File: src/rtl/ppu_pkg.sv
// ----------------------------------------------------------------------------
// ppu_pkg
// Shared constants, types and helpers for the posit8 (es=0) processing unit.
//   - posit format constants and clamp limits on the combined scale k
//   - special encodings (NaR, zero) and saturation bodies (maxpos, minpos)
//   - p8_fields_t : raw multiplier product fields
//   - s1_t        : stage-1 register contents of p8_round_encode_pipe
// ----------------------------------------------------------------------------
package ppu_pkg;

    localparam int POSIT_N  = 8;
    localparam int POSIT_ES = 0;

    // Scale range that still has a regime fitting into the 7-bit body.
    localparam logic signed [7:0] K_MAX = 8'sd6;
    localparam logic signed [7:0] K_MIN = -8'sd6;

    localparam logic [7:0] P8_NAR      = 8'h80;
    localparam logic [7:0] P8_ZERO     = 8'h00;
    localparam logic [6:0] BODY_MAXPOS = 7'h7F;
    localparam logic [6:0] BODY_MINPOS = 7'h01;

    localparam int P8_FRAC_W = 8;

    typedef struct packed {
        logic                 sign;
        logic [7:0]           k;
        logic [P8_FRAC_W-1:0] frac;
        logic                 guard;
        logic                 sticky;
        logic                 zero;
        logic                 nar;
    } p8_fields_t;

    typedef struct packed {
        logic       sign;
        logic       zero;
        logic       nar;
        logic [6:0] body_raw;
        logic       rb;
        logic       st;
        logic       sat_hi;
        logic       sat_lo;
    } s1_t;

    // Attach the sign to a positive body: posits negate by two's complement
    // of the whole word.
    function automatic logic [7:0] p8_apply_sign(input logic sign, input logic [6:0] body);
        logic [7:0] w_p;
        w_p = {1'b0, body};
        return sign ? (8'd0 - w_p) : w_p;
    endfunction

endpackage

File: src/rtl/p8_regime_pack.sv
// ----------------------------------------------------------------------------
// p8_regime_pack
// Combinational regime packer for posit8 (es=0). Builds the bit string
// {regime, frac, guard} and cuts it into the 7-bit body, round bit and
// sticky bit. Flags scales outside [K_MIN, K_MAX] for saturation; the body
// outputs are don't-care in that case.
// Ports:
//   i_k        signed scale (value = 2^k * 1.frac)
//   i_frac     fraction, MSB-aligned, hidden bit excluded
//   i_guard    first bit below i_frac
//   i_sticky   OR of all bits below guard
//   o_body_raw top 7 bits of the string (unrounded body)
//   o_rb       round bit (first bit below the body)
//   o_st       sticky (OR of everything below the round bit)
//   o_sat_hi   k > K_MAX
//   o_sat_lo   k < K_MIN
// ----------------------------------------------------------------------------
module p8_regime_pack
    import ppu_pkg::*;
#(
    parameter int FRAC_W = 8
) (
    input  logic [7:0]        i_k,
    input  logic [FRAC_W-1:0] i_frac,
    input  logic              i_guard,
    input  logic              i_sticky,
    output logic [6:0]        o_body_raw,
    output logic              o_rb,
    output logic              o_st,
    output logic              o_sat_hi,
    output logic              o_sat_lo
);

    // Longest regime is 8 bits (k=6), followed by frac and guard.
    localparam int STR_W = 8 + FRAC_W + 1;

    logic [7:0]       w_k_cl;
    logic             w_neg;
    logic [7:0]       w_ones;
    logic [7:0]       w_zeros;
    logic [7:0]       w_len;
    logic [STR_W-1:0] w_regime;
    logic [STR_W-1:0] w_tail;
    logic [STR_W-1:0] w_str;

    assign o_sat_hi = $signed(i_k) > K_MAX;
    assign o_sat_lo = $signed(i_k) < K_MIN;

    // Clamp out-of-range scales to 0 so the shifters never see huge amounts.
    assign w_k_cl  = (o_sat_hi || o_sat_lo) ? 8'd0 : i_k;
    assign w_neg   = w_k_cl[7];
    assign w_ones  = w_k_cl + 8'd1;
    assign w_zeros = 8'd0 - w_k_cl;
    assign w_len   = w_neg ? (w_zeros + 8'd1) : (w_ones + 8'd1);

    // k>=0: run of (k+1) ones, terminating 0 comes from the empty mask bit.
    // k<0 : (-k) zeros, then a single terminating 1.
    assign w_regime = w_neg ? ({1'b1, {(STR_W-1){1'b0}}} >> w_zeros)
                            : ~({STR_W{1'b1}} >> w_ones);

    assign w_tail = {i_frac, i_guard, 8'd0};
    assign w_str  = w_regime | (w_tail >> w_len);

    assign o_body_raw = w_str[STR_W-1 -: 7];
    assign o_rb       = w_str[STR_W-8];
    assign o_st       = (|w_str[STR_W-9:0]) | i_sticky;

endmodule

File: src/rtl/p8_round_encode_pipe.sv
// ----------------------------------------------------------------------------
// p8_round_encode_pipe
// Two-stage valid/ready pipeline turning raw posit8 (es=0) product fields into
// a correctly rounded posit8 (round-to-nearest-even, saturating to
// maxpos/minpos, NaR/zero override, two's-complement negation).
// Stage 1 packs the regime; stage 2 rounds, saturates, signs and overrides.
// Optional macro PPU_ENC_STATUS_EN adds saturation status outputs.
// Ports:
//   clk, rst_n             clock, synchronous active-low reset
//   in_valid / in_ready    input handshake (in_ready depends on out_ready)
//   in_sign, in_k, in_frac, in_guard, in_sticky, in_zero, in_nar
//                          raw product fields (nar overrides zero)
//   out_valid / out_ready  output handshake
//   out_p8                 encoded posit8, stable while stalled
//   out_sat  (macro)       out_p8 came from saturation
//   sat_cnt  (macro)       count of transferred saturated results, sticky max
// ----------------------------------------------------------------------------
module p8_round_encode_pipe
    import ppu_pkg::*;
#(
    parameter int FRAC_W = 8
) (
    input  logic              clk,
    input  logic              rst_n,
    input  logic              in_valid,
    output logic              in_ready,
    input  logic              in_sign,
    input  logic [7:0]        in_k,
    input  logic [FRAC_W-1:0] in_frac,
    input  logic              in_guard,
    input  logic              in_sticky,
    input  logic              in_zero,
    input  logic              in_nar,
    output logic              out_valid,
    input  logic              out_ready,
    output logic [7:0]        out_p8
`ifdef PPU_ENC_STATUS_EN
    ,
    output logic              out_sat,
    output logic [15:0]       sat_cnt
`endif
);

    logic       r_s1_valid;
    s1_t        r_s1;
    logic       r_s2_valid;
    logic [7:0] r_out_p8;

    logic       w_s1_adv;
    logic       w_in_ready;
    logic       w_accept;
    s1_t        w_s1_next;
    logic       w_round_up;
    logic [6:0] w_body;
    logic [7:0] w_p8;

    // Handshake: stage 1 can move on when stage 2 is empty or draining.
    assign w_s1_adv   = !r_s2_valid || out_ready;
    assign w_in_ready = !r_s1_valid || w_s1_adv;
    assign w_accept   = in_valid && w_in_ready;

    assign in_ready  = w_in_ready;
    assign out_valid = r_s2_valid;
    assign out_p8    = r_out_p8;

    // ---------------- stage 1: regime packing ----------------
    p8_regime_pack #(.FRAC_W(FRAC_W)) u_regime_pack (
        .i_k        (in_k),
        .i_frac     (in_frac),
        .i_guard    (in_guard),
        .i_sticky   (in_sticky),
        .o_body_raw (w_s1_next.body_raw),
        .o_rb       (w_s1_next.rb),
        .o_st       (w_s1_next.st),
        .o_sat_hi   (w_s1_next.sat_hi),
        .o_sat_lo   (w_s1_next.sat_lo)
    );

    assign w_s1_next.sign = in_sign;
    assign w_s1_next.zero = in_zero;
    assign w_s1_next.nar  = in_nar;

    // NOTE: sequential state uses non-blocking assignments so every register
    // samples the pre-edge values, independent of block ordering.
    always_ff @(posedge clk) begin
        if (!rst_n) begin
            r_s1_valid <= 1'b0;
        end else if (w_in_ready) begin
            r_s1_valid <= in_valid;
        end
    end

    // NOTE: payload registers carry no reset; they are only observed when
    // the matching valid bit is set, and the valid bits are reset.
    always_ff @(posedge clk) begin
        if (w_accept) begin
            r_s1 <= w_s1_next;
        end
    end

    // ---------------- stage 2: round, saturate, sign, override ----------------
    // NOTE: every always_comb output gets a default first so no path can
    // leave it unassigned and infer a latch.
    always_comb begin
        w_round_up = 1'b0;
        w_body     = r_s1.body_raw;
        w_p8       = P8_ZERO;

        // Nearest-even; maxpos never rounds up into NaR.
        w_round_up = r_s1.rb && (r_s1.st || r_s1.body_raw[0])
                     && (r_s1.body_raw != BODY_MAXPOS);

        if (r_s1.sat_hi) begin
            w_body = BODY_MAXPOS;
        end else if (r_s1.sat_lo) begin
            w_body = BODY_MINPOS;
        end else begin
            w_body = r_s1.body_raw + {6'd0, w_round_up};
        end

        if (r_s1.nar) begin
            w_p8 = P8_NAR;
        end else if (r_s1.zero) begin
            w_p8 = P8_ZERO;
        end else begin
            w_p8 = p8_apply_sign(r_s1.sign, w_body);
        end
    end

    always_ff @(posedge clk) begin
        if (!rst_n) begin
            r_s2_valid <= 1'b0;
            r_out_p8   <= P8_ZERO;
        end else if (w_s1_adv) begin
            r_s2_valid <= r_s1_valid;
            // Only load real data so the output word stays meaningful.
            if (r_s1_valid) begin
                r_out_p8 <= w_p8;
            end
        end
    end

`ifdef PPU_ENC_STATUS_EN
    logic        r_out_sat;
    logic [15:0] r_sat_cnt;
    logic        w_sat;

    assign w_sat   = (r_s1.sat_hi || r_s1.sat_lo) && !r_s1.nar && !r_s1.zero;
    assign out_sat = r_out_sat;
    assign sat_cnt = r_sat_cnt;

    always_ff @(posedge clk) begin
        if (!rst_n) begin
            r_out_sat <= 1'b0;
            r_sat_cnt <= 16'd0;
        end else begin
            if (w_s1_adv && r_s1_valid) begin
                r_out_sat <= w_sat;
            end
            if (r_s2_valid && out_ready && r_out_sat && (r_sat_cnt != 16'hFFFF)) begin
                r_sat_cnt <= r_sat_cnt + 16'd1;
            end
        end
    end
`endif

endmodule

File: config.mk
export PLATFORM = sky130hd
export DESIGN_NAME = p8_round_encode_pipe
export DESIGN_NICKNAME = d
export VERILOG_FILES = /design/src/rtl/ppu_pkg.sv /design/src/rtl/p8_regime_pack.sv /design/src/rtl/p8_round_encode_pipe.sv
export SDC_FILE = /design/constraint.sdc
export NUM_CORES = 1
export LEC_CHECK = 0
export CORE_ASPECT_RATIO = 1.2
export CORE_MARGIN = 1
export CORE_UTILIZATION = 50
export DETAILED_ROUTE_END_ITERATION = 12
export PLACE_DENSITY = 0.78
export SYNTH_ARGS = -nofsm -noshare
export SYNTH_HDL_FRONTEND = slang
export SYNTH_SLANG_ARGS = --single-unit
export TNS_END_PERCENT = 20
File: constraint.sdc
create_clock -name clk -period 10.1 [get_ports clk]
set_input_delay 3.03 -clock clk [delete_from_list [all_inputs] [get_ports clk]]
set_output_delay 3.03 -clock clk [all_outputs]
set_load 0.05 [all_outputs]
**Yosys cells after proc, flatten, opt, wreduce, memory -nomap -nowiden**

Cells that the tools add are included.

- Register bits after elaboration: 24
- Bits of input ports: 25
- Output and inout port bits: 10
- Word-level logic and storage cells: 45

- Add/sub/neg operators: 6
- $lt $le $gt $ge: 2
- Eq/ne operators: 1
- Shift operators: 3
- Mux-type cells: 8
- Bitwise logic cells: 3
- Reduce and logical (&&, ||, !) cells: 11

Operators by type and width:

| operator | number |
|---|---|
| $mux 8 | 5 |
| $shr 17x8->17 const A | 2 |
| $add 8x1->8 const B | 3 |
| $mux 17 | 1 |
| $not 17->17 | 1 |
| $or 17x17->17 | 1 |
| $shr 17x8->17 | 1 |
| $mux 7 | 2 |
| $reduce_or 9->1 | 1 |
| $gt 8x4->1 const B | 1 |
| $lt 8x4->1 const B | 1 |
| $sub 1x7->8 const A | 1 |
| $sub 1x8->8 const A | 1 |
| $add 7x1->7 | 1 |
| $ne 7x7->1 const B | 1 |
| $logic_or 1x1->1 | 4 |
| $logic_and 1x1->1 | 3 |
| $logic_not 1->1 | 2 |
| $reduce_and 2->1 | 1 |
| $or 1x1->1 | 1 |

**Depth between registers and ports, before layout**

- Depth in word-level cells: 10
- Depth in mapped cells: 15
- Gate-level depth less buffers: 14

**By module**

A second synthesis with hierarchy kept.

- Cells, all modules: 231
- Area total of the unflattened synthesis: 2134.5 um2

By module, submodules not included:

| module | times used | cells an instance | area an instance (um2) | seq. area each (um2) |
|---|---|---|---|---|
| p8_round_encode_pipe | 1 | 115 | 1265.0 | 620.6 |
| p8_regime_pack | 1 | 116 | 869.6 | 0.0 |

**Worst setup path after synthesis**

OpenSTA, ideal clock, no wires.

- Path kind: input -> output
- Start point: input port out_ready
- End point: output port in_ready
- Data arrival time: 3.580 ns
- Required time: 7.070 ns
- Setup slack: 3.490 ns
- Cell stages on the path: 2
- Path buffers: 0
- Cell sequence: nor2b_1 -> nand2_1

- Word-level cells in the longest chain between the ends: 2

RTL lines:

| what | line | RTL |
|---|---|---|
| start, declared | p8_round_encode_pipe.sv:35 | `input logic out_ready,` |
| $logic_or 1x1->1 | p8_round_encode_pipe.sv:58 | `assign w_s1_adv = !r_s2_valid \|\| out_ready;` |
| $logic_or 1x1->1 | p8_round_encode_pipe.sv:59 | `assign w_in_ready = !r_s1_valid \|\| w_s1_adv;` |
| end, declared | p8_round_encode_pipe.sv:26 | `output logic in_ready,` |

Every way passes these cells.

**Worst setup path in the final report**

Same ends and word-level chain as after synthesis.

==> key figures <==
Logic synthesis
  • Post-Syn Instances: 236
  • Post-synthesis cell area: 0.00205 mm^2
  • Sequential-to-total area share from yosys stat: 30.3%
  • Number of synthesized register bits: 24
  • EDFF count, synth: 14
  • Syn_nets: 267
  • Primary FF master, synth: edfxtp_1
  • YS warnings: 0
  • Synth top area cells: edfxtp_1, dfxtp_1, mux2i_1
  • Synth area leader: edfxtp_1
  • Synth top area share: 20.5%
  • Synth async-reset ratio: 0%
  • Synth cell types: 55
  • Syn avg cell area: 8.68 um^2

Timing
  • Fin crit share: 74.5%
  • Peak Freq: 133 MHz
  • Setup TNS: 0 ns
  • Max Transition Viols Final: 0
  • Worst rel slew slack: 60.9%
  • Final Hold Viols: 0
  • Setup violations, final: 0
  • RSZ-0062 raised after global routing: false
  • Worst-margin pin slew: 0.586 ns
  • Final Critical Period: 7.53 ns
  • WHS: 0.484 ns
  • Setup Skew: 0.00288 ns

Power
  • Power share of the combinational group: 27.6%
  • Switching power: 0.0678 mW
  • Power density cells: 96.1 mW/mm^2
  • VDD IR max: 0.0000498 V
  • Leakage: 0.890 nW
  • Sw Share: 28.8%
  • Clock power share: 23.5%
  • P_int: 0.168 mW
  • Sequential power share: 48.9%

GRT
  • Congestion Overflow GR: 0
  • First-pass GRT wire length: 6980 um
  • GRT Total Usage: 20.9%
  • Initial antenna violation count: 0
  • Largest net degree at the start of global routing: 20
  • Vias in the first global route: 1,682

Clocking
  • H-tree levels: 1
  • CTS tree: yes
  • Clock buffer depth: 2
  • # clock sinks: 24
  • Num CTS Buffers: 3
  • CTS root buf: clkbuf_8
  • Worst-skew pair later-pin latency: 0.26 ns
  • Hold buffer count at cts: 0
  • Post CTS Setup Buffer Count: 0
  • Clock transition at path regs: 0.07 ns
  • Resized Gates After CTS: 0

Drt
  • DR WL/cell: 13.6 um
  • Routed vias: 1,882
  • Initial DRC Count: 98
  • Routed WL: 4280 um
  • Vias per cell: 5.97
  • DR pass1 iterations: 4
  • # DRC: 0
  • Routed Antenna Nets: 0

Die
  • Placeable core area: 0.00394 mm^2
  • DIE AREA: 0.00436 mm^2
  • Row cnt: 25
  • Die W: 60.4 um
  • Die H: 72.1 um
  • Initial Utilization: 52.0%
  • Num ports: 35

Placement
  • Routability-driven placement congestion ratio: 0.881
  • I/O Buffers: 34
  • HPWL after DPL: 3390 um

Setup path
  • R2R cell count: 12
  • Arrival time worst endpoint: 4.50 ns
  • Worst Setup Start Kind: input port
  • Critical path type: in -> out
  • Worst Path Max Fanout: 5
  • Crit end category: output pin
  • CP Data Required Time: 7.07 ns

Hold path
  • HP Class: reg -> reg
  • WHS Path Cells: 2

Finish
  • Most frequent cells in the layout: clkdlybuf4s50_1, nor2_1, nand2_1, a21oi_1, edfxtp_1
  • Share of cells above drive strength 1: 4.21%
  • ANT cells: 0
  • NumNets Final: 293
  • Fillers: 381
  • Most common cell after layout, fill and taps aside: clkdlybuf4s50_1
  • Area grow syn2layout: 19.5%

Run status
  • Status: complete, no violations

Run
  • Max-capacitance violation count: 0
==> logic make-up after synthesis <==
family	synth area share, %
AND/OR/NAND/NOR	26.7
AO/OA/AOI/OAI	20.6
flip-flops	30.3
buffers and inverters	3.85
multiplexers	9.77
XOR/XNOR	5.13
adder cells (fa/ha/maj)	3.66
==> sequential cells by signal, indices dropped and copies added (netlist names) <==
register,flops
r_s1,14
out_p8,8
out_valid,1
r_s1_valid,1
==> final cells by class <==
type | count | area, um^2 | area share, %
multi-input cells | 192 | 1350 | 55.1
flip-flops and latches | 24 | 621 | 25.3
repair buffers | 34 | 340 | 13.9
well taps | 54 | 67.6 | 2.76
clock buffers | 4 | 45.0 | 1.84
inverters | 7 | 26.3 | 1.07
==> cell usage after synthesis, types with 2 or more instances <==
cell	number
a21oi_1	15
a22oi_1	4
a31oi_1	4
a32oi_1	2
and2_1	3
clkbuf_1	12
dfxtp_1	10
edfxtp_1	14
ha_1	6
inv_1	6
mux2i_1	11
mux4_2	4
nand2_1	18
nand2b_1	5
nand3_1	9
nand3b_1	2
nor2_1	22
nor2b_1	10
nor3_1	6
nor3b_1	2
nor4_1	4
o2111a_1	2
o211ai_1	3
o21ai_0	9
o21ai_1	6
o22ai_1	2
o31ai_1	2
o32ai_1	2
o41ai_1	2
or3_1	2
or3b_1	2
or4_1	2
xnor2_1	6
xor2_1	6
==> layer usage <==
| metal | GRT usage (%) | vias up | part of all wire, % |
|---|---|---|---|
| met1 | 22.9 | 892 | 42 |
| li1 | - | 945 | - |
| met4 | 9.85 | 0 | 0.94 |
| met5 | 0 | - | 0 |
| met3 | 1.60 | 2 | 2.3 |
| met2 | 39.3 | 43 | 55 |
==> worst max-delay path, cell delays in order <==
cell	delay, ns
clkdlybuf4s50_1	0.40
nor2b_1	0.25
nand2_1	0.11
clkdlybuf4s50_1	0.71
==> power groups by stage <==
stage / logic, mW / registers (mW) / clock network [mW]
final: 0.0649 / 0.115 / 0.0553
after global routing: 0.0710 / 0.116 / 0.0607
after CTS: 0.0650 / 0.115 / 0.0567
after detailed placement: 0.0646 / 0.117 / 0
after global placement: 0.0640 / 0.117 / 0
after floorplan: 0.0393 / 0.119 / 0
==> worst paths after layout <==
kind	start	to	slack, ns
setup / recovery	out_ready	in_ready	2.57
hold / removal	out_p8[6]	out_p8[6]	0.48
setup reg to reg	r_s1[6]	out_p8[5]	7.03
hold reg to reg	out_p8[6]	out_p8[6]	0.48
==> per-stage QoR <==
step	cell area (um^2)	instances	power [mW]	setup WS [ns]	util, %
after global routing	2450	315	0.248	2.49	62.2
after floorplan	2050	236	0.159	3.49	-
final	2450	315	0.235	2.57	62.2
after CTS	2450	315	0.237	2.57	62.2
after detailed placement	2400	311	0.182	2.57	61.0
after global placement	2400	311	0.181	2.60	61.0
Note: power is estimated with default switching activity, not from simulation.
